File: config.mk
export PLATFORM = sky130hd
export DESIGN_NAME = pc_stack_unit
export DESIGN_NICKNAME = d
export VERILOG_FILES = /design/src/rtl/pc_stack_unit.sv
export SDC_FILE = /design/constraint.sdc
export NUM_CORES = 1
export LEC_CHECK = 0
export ABC_AREA = 0
export CORE_MARGIN = 5
export CORE_UTILIZATION = 54
export CTS_CLUSTER_DIAMETER = 100
export DETAILED_ROUTE_END_ITERATION = 6
export GPL_TIMING_DRIVEN = 1
export PLACE_DENSITY = 0.84
export SETUP_SLACK_MARGIN = 0.02
export SYNTH_ARGS = -nofsm -noshare
export SYNTH_HDL_FRONTEND = slang
export SYNTH_SLANG_ARGS = --single-unit
File: constraint.sdc
create_clock -name clk -period 2.41 [get_ports clk]
set_input_delay 0.241 -clock clk [delete_from_list [all_inputs] [get_ports clk]]
set_output_delay 0.241 -clock clk [all_outputs]
set_load 0.05 [all_outputs]
File: src/rtl/pc_stack_unit.sv
// Program counter with a 2-entry hardware return stack for a PIC16C5x-style core.
// Optional sticky stack overflow/underflow flag (stackErr) when PC_STACK_ERR_EN is defined.
module pc_stack_unit #(
    parameter int unsigned PC_WIDTH    = 9,
    parameter int unsigned STACK_DEPTH = 2
) (
    input  logic                clk,
    input  logic                rst_n,
    input  logic                en,
    input  logic                gotoEn,
    input  logic                callEn,
    input  logic                retEn,
    input  logic                pclWrEn,
    input  logic [8:0]          instAddr,
    input  logic [7:0]          pclData,
`ifdef PC_STACK_ERR_EN
    output logic                stackErr,
`endif
    output logic [PC_WIDTH-1:0] PCOut,
    output logic                flushOut
);

    localparam logic [1:0] DepthMax = 2'(STACK_DEPTH);

    logic [PC_WIDTH-1:0] pc_q, pc_d, pc_inc;
    logic [PC_WIDTH-1:0] stack1_q, stack1_d;
    logic [PC_WIDTH-1:0] stack2_q, stack2_d;
    logic [1:0]          depth_q, depth_d;
    logic                flush_q, flush_d;

    // Priority: ret > call > goto > PCL write > increment.
    always_comb begin
        pc_inc   = pc_q + PC_WIDTH'(1);
        pc_d     = pc_inc;
        stack1_d = stack1_q;
        stack2_d = stack2_q;
        depth_d  = depth_q;
        flush_d  = 1'b0;
        if (retEn) begin
            pc_d     = stack1_q;
            stack1_d = stack2_q;
            flush_d  = 1'b1;
            if (depth_q != 2'd0) depth_d = depth_q - 2'd1;
        end else if (callEn) begin
            pc_d     = PC_WIDTH'(instAddr[7:0]);
            stack1_d = pc_inc;
            stack2_d = stack1_q;
            flush_d  = 1'b1;
            if (depth_q != DepthMax) depth_d = depth_q + 2'd1;
        end else if (gotoEn) begin
            pc_d    = PC_WIDTH'(instAddr);
            flush_d = 1'b1;
        end else if (pclWrEn) begin
            pc_d    = PC_WIDTH'(pclData);
            flush_d = 1'b1;
        end
    end

    always_ff @(posedge clk or negedge rst_n) begin
        if (!rst_n) begin
            pc_q     <= '1;
            stack1_q <= '0;
            stack2_q <= '0;
            depth_q  <= 2'd0;
            flush_q  <= 1'b0;
        end else if (en) begin
            pc_q     <= pc_d;
            stack1_q <= stack1_d;
            stack2_q <= stack2_d;
            depth_q  <= depth_d;
            flush_q  <= flush_d;
        end
    end

`ifdef PC_STACK_ERR_EN
    logic err_q, err_d;

    always_comb begin
        err_d = err_q;
        if (retEn && depth_q == 2'd0) err_d = 1'b1;
        if (!retEn && callEn && depth_q == DepthMax) err_d = 1'b1;
    end

    always_ff @(posedge clk or negedge rst_n) begin
        if (!rst_n) begin
            err_q <= 1'b0;
        end else if (en) begin
            err_q <= err_d;
        end
    end

    assign stackErr = err_q;
`endif

    assign PCOut    = pc_q;
    assign flushOut = flush_q;

endmodule

Word-level counts from Yosys, hierarchy flattened
Index checks and enable logic that the tools add are counted.
Operators by class
  reduce and logical (&&, ||, !) cells: 3
  $add $sub $neg: 1
  bitwise logic cells: 1
  multiplexer cells: 10
Operators by type and width (count)
  9-bit two-way mux: 6
  9-bit by 1-bit adder with 9-bit output, second input constant: 1
  1-bit two-way mux: 4
  3-bit AND reduction: 1
  2-bit AND reduction: 1
  2-bit nonzero test: 1
  1-bit NOT: 1
Word-level totals
  output and inout bits: 10
  bits of input ports: 24
  word-level logic and storage cells: 19
  register bits: 28

Depth between registers and ports, before layout
Gate-level depths: netlist of the first run.
  depth in word-level cells: 5
  gate-level depth with buffers: 5
  depth with buffers taken out: 5

Least setup slack after synthesis of the first run
No wires, ideal clock.
  path type: register to register
  from: register pc_q[0] (netlist: PCOut[0])
  to: register pc_q[8] (netlist: PCOut[8])
  setup time: 0.061 ns
  period minus slack after synthesis: 1.816 ns
  path buffers: 0
  path slack: 0.594 ns
  data arrival time: 1.755 ns
  cell stages (with the launch flop): 6
  required time: 2.349 ns
  path through: dfstp_2 -> ha_1 -> nand3_1 -> or2_2 -> o31ai_1 -> a22o_1
On the way
  word-level cells in the longest chain between the ends: 5
RTL lines
  start, declared: line 25  | logic [PC_WIDTH-1:0] pc_q, pc_d, pc_inc;
  start signal, assigned: line 67  | pc_q <= pc_d;
  9-bit by 1-bit adder with 9-bit output: line 33  | pc_inc = pc_q + PC_WIDTH'(1);
  9-bit two-way mux: line 53  | end else if (pclWrEn) begin
  9-bit two-way mux: line 50  | end else if (gotoEn) begin
  9-bit two-way mux: line 44  | end else if (callEn) begin
  9-bit two-way mux: line 39  | if (retEn) begin
No other way between the ends.
A chain may end at the register's enable or synchronous reset.

Worst setup path after layout of the first run
  from: register pc_q[2] (netlist: PCOut[2])
  to: output PCOut[2]
RTL lines
  end, declared: line 19  | output logic [PC_WIDTH-1:0] PCOut,
No word-level cell between the ends.

==> impl_metrics.toml, run 1 <==
[power_and_ir_drop]
finalPower_mw = 1.46
power_leakage_nw = 0.817
power_density_nw_per_um2 = 724
ir_worst_vdd_uv = 416

[cells_and_area]
final_cell_area_um2 = 2020
drive_gt1_frac = 0.157
final_cell_mix = "clkdlybuf4s50_1, o21ai_0, nand2_1"
final_common_cell = "clkdlybuf4s50_1"
instances_no_fill = 235
area.growth.synth_to_final_pct = 26.2
antenna_cells = 0
nNetsFinal = 230
fillers = 230

[setup_path]
critical-path-top-delay-family = "buffers and inverters"
cp_max_fo = 7
critical_path.max_stage_delay_ps = 840
end_kind = "primary output"
criticalPathCategory = "flop to primary output"
path_buf_inv = 1
crit_path_start_kind = "flop"
crit_required_ps = 2170
path_cells = "clkdlybuf4s50_1"
worstPathArrival_ps = 1830
cp_slowest_cell = "clkdlybuf4s50_1"

[yosys]
syn-num-nets = 197
yosys_warnings = 0
seq_area_frac_synth = 0.445
synth_ff_type = "dfrtp_1"
netlist_area_um2 = 1600
ys_types = 38
syn_area_per_cell_um2 = 9.31
ys_seq_elements = 28
syn_inst = 172
async_reset_ff_frac = 1.00
synth_edf_count = 0

[detailed_routing]
first_iter_violations = 136
wl_per_cell_um = 17.3
vias = 1482
firstDrtPassIters = 4
routed_wl_um = 4060
vias_per_cell = 6.31
ant_nets = 0
drc = 0

[timing]
final-hold-violation-count = 0
clock_skew_ps = 4.01
post-route-period-util = 0.859
fin_ws_ps = 341
fin_setup_tns_ps = 0
fmax_ghz = 0.483
rsz0062_at_grt = "no"
relSlewSlack = 0.460
setup_violations = 0
fin_crit_ps = 2070
worst_pin_slew_ps = 808
slew_violations = 0

[placement]
gp_congestion = 0.799
place_area_um2 = 1970
dp_cells = 231
dp_slack_ps = 314
dp_hpwl_um = 2950
port_buffers = 33

[clock_tree]
root_buffer = "clkbuf_4"
post_cts_buffers = 0
cts_sinks = 28
cts_buffer_depth = 2
ctsHoldBuffers = 0
cts_inserted_buffers = 3
clkTransAtPathRegs_ps = 160
cts_resized = 0
cts_max_level = 1
clk_latency_ps = 330
cts_tree = "built"

[global_routing]
grt_antenna_before_repair = 0
grt_pass1_vias = 1487
grt_usage = 0.208
grt_max_degree = 29
grt_overflow = 0
grt_first_pass_wirelength_um = 6930

[worst_hold_path]
hp-class = "primary input to asynchronous set/reset pin"

[floorplanning]
ios = 34
die_w_um = 64.5
core_um2 = 2810
start_util = 0.571
die-area_um2 = 4160
num_rows = 19
fp.dieH_um = 64.5

[outcome]
status = "finished clean"

[run]
drv_cap = 0
-- final timing paths --
check / startpoint / to / slack, ps / cells after the start
min: rst_n / stack1_q[6]$_DFFE_PN0P_ / 260 / 2
max reg2reg: PCOut[0]$_DFFE_PN1P_ / PCOut[8]$_DFFE_PN1P_ / 650 / 5
min reg2reg: stack2_q[3]$_DFFE_PN0P_ / stack2_q[3]$_DFFE_PN0P_ / 530 / 1
min in group clk: instAddr[4] / PCOut[4]$_DFFE_PN1P_ / 490 / 3
max: PCOut[2]$_DFFE_PN1P_ / PCOut[2] / 340 / 1
max in group asynchronous: rst_n / PCOut[1]$_DFFE_PN1P_ / 1840 / 2
-- power breakdown --
part	total (mW)	internal, mW	switching [mW]
Sequential	0.701	0.600	0.101
Combinational	0.448	0.207	0.241
Clock	0.315	0.168	0.147
Total	1.46	0.975	0.488
-- final cells by class --
type / instances / area [um2] / share of cell area
Inverter: 5 / 18.8 / 0.00929
Timing Repair Buffer: 39 / 375 / 0.186
Clock buffer: 3 / 22.5 / 0.0111
Tap cell: 31 / 38.8 / 0.0192
Clock inverter: 1 / 30.0 / 0.0149
Sequential cell: 28 / 712 / 0.352
Multi-Input combinational cell: 128 / 823 / 0.407
-- cell usage after synthesis, drive strengths merged, types with 2 or more instances --
cell	number	share of area
o211ai	3	0.014
clkbuf	6	0.014
a221o	2	0.013
nand2b	2	0.0078
mux2i	4	0.025
o31ai	2	0.013
o2111ai	3	0.016
dfrtp	19	0.30
a22o	2	0.011
o2bb2ai	2	0.011
o21ai	23	0.072
a31oi	3	0.012
inv	5	0.012
nor2	10	0.023
o32a	2	0.013
dfstp	9	0.15
xnor2	5	0.027
a21oi	11	0.034
mux2	9	0.063
nand3	6	0.027
nand2	20	0.047
or3	3	0.012
or2	2	0.0078
buf	5	0.016
and3	4	0.016
-- layer usage --
layer	vias to the layer above	wire length (um)	GRT usage
met2	68	1980	0.353
met5	-	0	0
met3	11	301	0.0363
li1	694	-	-
met4	0	84	0.0871
met1	709	1700	0.264
-- cell families (layout without fill, tap and decap cells) --
group,count (synthesis),in the layout,synth area share
AO/OA/AOI/OAI,58,58,0.234
AND/OR/NAND/NOR,51,51,0.157
flip-flops,28,28,0.445
buffers and inverters,16,48,0.0414
multiplexers,13,13,0.0883
XOR/XNOR,5,5,0.0273
adder cells (fa/ha/maj),1,1,0.00781
-- registers in the layout, summed over array words and instances (netlist names) --
name	flops
stack1_q	9
flushOut	1
stack2_q	9
PCOut	9
-- through the flow --
step | hold WS (ps) | utilization
after global placement | 481 | 0.702
final | 261 | 0.720
after CTS | 263 | 0.720
after detailed placement | 499 | 0.702
after floorplan | -54.6 | -
after global routing | 276 | 0.720
(Power assumes the default switching activity.)
==> run 2: changes to the inputs <==
--- a/config.mk
+++ b/config.mk
@@ -7,11 +7,12 @@
 export LEC_CHECK = 0
 export ABC_AREA = 0
 export CORE_MARGIN = 5
-export CORE_UTILIZATION = 54
+export CORE_UTILIZATION = 56
+export CTS_BUF_LIST = sky130_fd_sc_hd__clkbuf_2 sky130_fd_sc_hd__clkbuf_4 sky130_fd_sc_hd__clkbuf_8
 export CTS_CLUSTER_DIAMETER = 100
 export DETAILED_ROUTE_END_ITERATION = 6
 export GPL_TIMING_DRIVEN = 1
-export PLACE_DENSITY = 0.84
+export PLACE_DENSITY = 0.87
 export SETUP_SLACK_MARGIN = 0.02
 export SYNTH_ARGS = -nofsm -noshare
 export SYNTH_HDL_FRONTEND = slang
==> run 2 against run 1 <==
  * Routed wire length up 3.8%
  * Sequential share of layout area up 0.29 points
  * Largest power group unchanged
  * Cell area down 0.81%
  * Die area down 3.0%
  * Sequential power up 0.7%
  * Critical path type unchanged
  * Combinational power up 2%
  * Highest routed layer unchanged
  * Power down 4.9%
  * Critical endpoint unchanged
  * Final cell count unchanged
==> impl_metrics.toml, run 2 (same netlist as run 1, synthesis figures left out) <==
[global_routing]
grt_usage = 0.231
grt_first_pass_wirelength_um = 7530
grt_pass1_vias = 1607
grt_max_degree = 29
grt_overflow = 0
grt_antenna_before_repair = 0

[setup_path]
path_cells = "clkdlybuf4s50_1"
critical_path.max_stage_delay_ps = 840
regToRegSetupSlack_ps = 630
reg2reg_from = "PCOut[0]$_DFFE_PN1P_"
path_buf_inv = 1
cp_max_fo = 7
cp_slowest_cell = "clkdlybuf4s50_1"
r2r_cells = 5
reg2reg_to = "PCOut[8]$_DFFE_PN1P_"
worstPathArrival_ps = 1830
crit_required_ps = 2170
crit_path_start_kind = "flop"
end_kind = "primary output"
criticalPathCategory = "flop to primary output"
critical-path-top-delay-family = "buffers and inverters"

[detailed_routing]
routed_wl_um = 4220
vias = 1501
first_iter_violations = 100
drc = 0
firstDrtPassIters = 5
vias_per_cell = 6.39
wl_per_cell_um = 17.9
ant_nets = 0

[power_and_ir_drop]
ir_worst_vdd_uv = 550
power_leakage_nw = 0.810
p_comb_frac = 0.327
p_int_mw = 0.900
p_clk_frac = 0.165
finalPower_mw = 1.39
p_switching_mw = 0.492
p_seq_frac = 0.508
swShare = 0.353
power_density_nw_per_um2 = 694

[timing]
final-hold-violation-count = 0
worst_pin_slew_ps = 764
relSlewSlack = 0.489
fin_setup_tns_ps = 0
slew_violations = 0
post-route-period-util = 0.860
fmax_ghz = 0.482
clock_skew_ps = 1.31
fin_crit_ps = 2070
setup_violations = 0
rsz0062_at_grt = "no"

[floorplanning]
fp.dieH_um = 63.5
die_w_um = 63.5
die-area_um2 = 4030
num_rows = 19
start_util = 0.581
ios = 34
core_um2 = 2760

[clock_tree]
clk_latency_ps = 330
cts_resized = 0
root_buffer = "clkbuf_4"
cts_max_level = 1
cts_inserted_buffers = 3
clkTransAtPathRegs_ps = 140
cts_tree = "built"
ctsHoldBuffers = 0
cts_buffer_depth = 2
post_cts_buffers = 0
cts_sinks = 28

[cells_and_area]
area.growth.synth_to_final_pct = 25.2
antenna_cells = 0
nNetsFinal = 230
final_common_cell = "clkdlybuf4s50_1"
drive_gt1_frac = 0.157
final_cell_mix = "clkdlybuf4s50_1, o21ai_0, nand2_1"
fillers = 218

[outcome]
status = "finished clean"

[run]
drv_cap = 0

[worst_hold_path]
hp-class = "primary input to asynchronous set/reset pin"

[placement]
port_buffers = 33
gp_congestion = 0.859
dp_hpwl_um = 3010
[run 2: changes by cell type in the layout (fill, tap and decap cells not counted)]
cell,previous run,this run
clkbuf_8,0,1
bufinv_16,1,0
[run 2: power by group through the flow]
stage                     sequential [mW]  clock, mW  combinational (mW)
after floorplan                     0.770          0               0.218
after global placement              0.700          0               0.435
after detailed placement            0.711          0               0.454
after CTS                           0.702      0.235               0.456
after global routing                0.723      0.260               0.500
final                               0.706      0.230               0.455
[run 2: how the worst max path moves through the flow]
stage / startpoint / to / slack, ps / cells after the start
2_1_floorplan: PCOut[0]$_DFFE_PN1P_ / PCOut[8]$_DFFE_PN1P_ / 590 / 5
3_3_place_gp: callEn / PCOut[5]$_DFFE_PN1P_ / 500 / 5
3_5_place_dp: callEn / PCOut[6]$_DFFE_PN1P_ / 430 / 5
4_1_cts: PCOut[2]$_DFFE_PN1P_ / PCOut[2] / 330 / 1
5_1_grt: PCOut[2]$_DFFE_PN1P_ / PCOut[2] / 280 / 1
6_report: PCOut[2]$_DFFE_PN1P_ / PCOut[2] / 340 / 1
[run 2: cell type report]
class	count	area (um2)	share of cell area
multi-input combinational	128	823	0.411
sequential	28	712	0.355
timing repair buffer	39	375	0.187
tap	31	38.8	0.0194
clock buffer	4	36.3	0.0181
inverter	5	18.8	0.00936
[run 2: per-layer routing]
layer  share of wire  global-route usage
met1            0.43               0.288
met2            0.48               0.371
met3           0.066              0.0586
met4           0.026               0.106
met5               0                   0
[run 2: worst register-to-register path, cell delays in order (launching register included)]
cell	delay, ps
dfstp_2	630
ha_1	270
nand3_1	120
or2_2	280
o31ai_1	260
a22o_1	180
[run 2: metrics by stage]
step                      cell area [um2]  utilization  hold WS (ps)  std cells  worst slack (ps)
after global placement               1970        0.714           483        231               504
after CTS                            2000        0.727           276        235               334
after floorplan                      1600            -         -54.6        172               594
final                                2000        0.727           266        235               337
after detailed placement             1970        0.714           489        231               435
after global routing                 2000        0.727           271        235               282
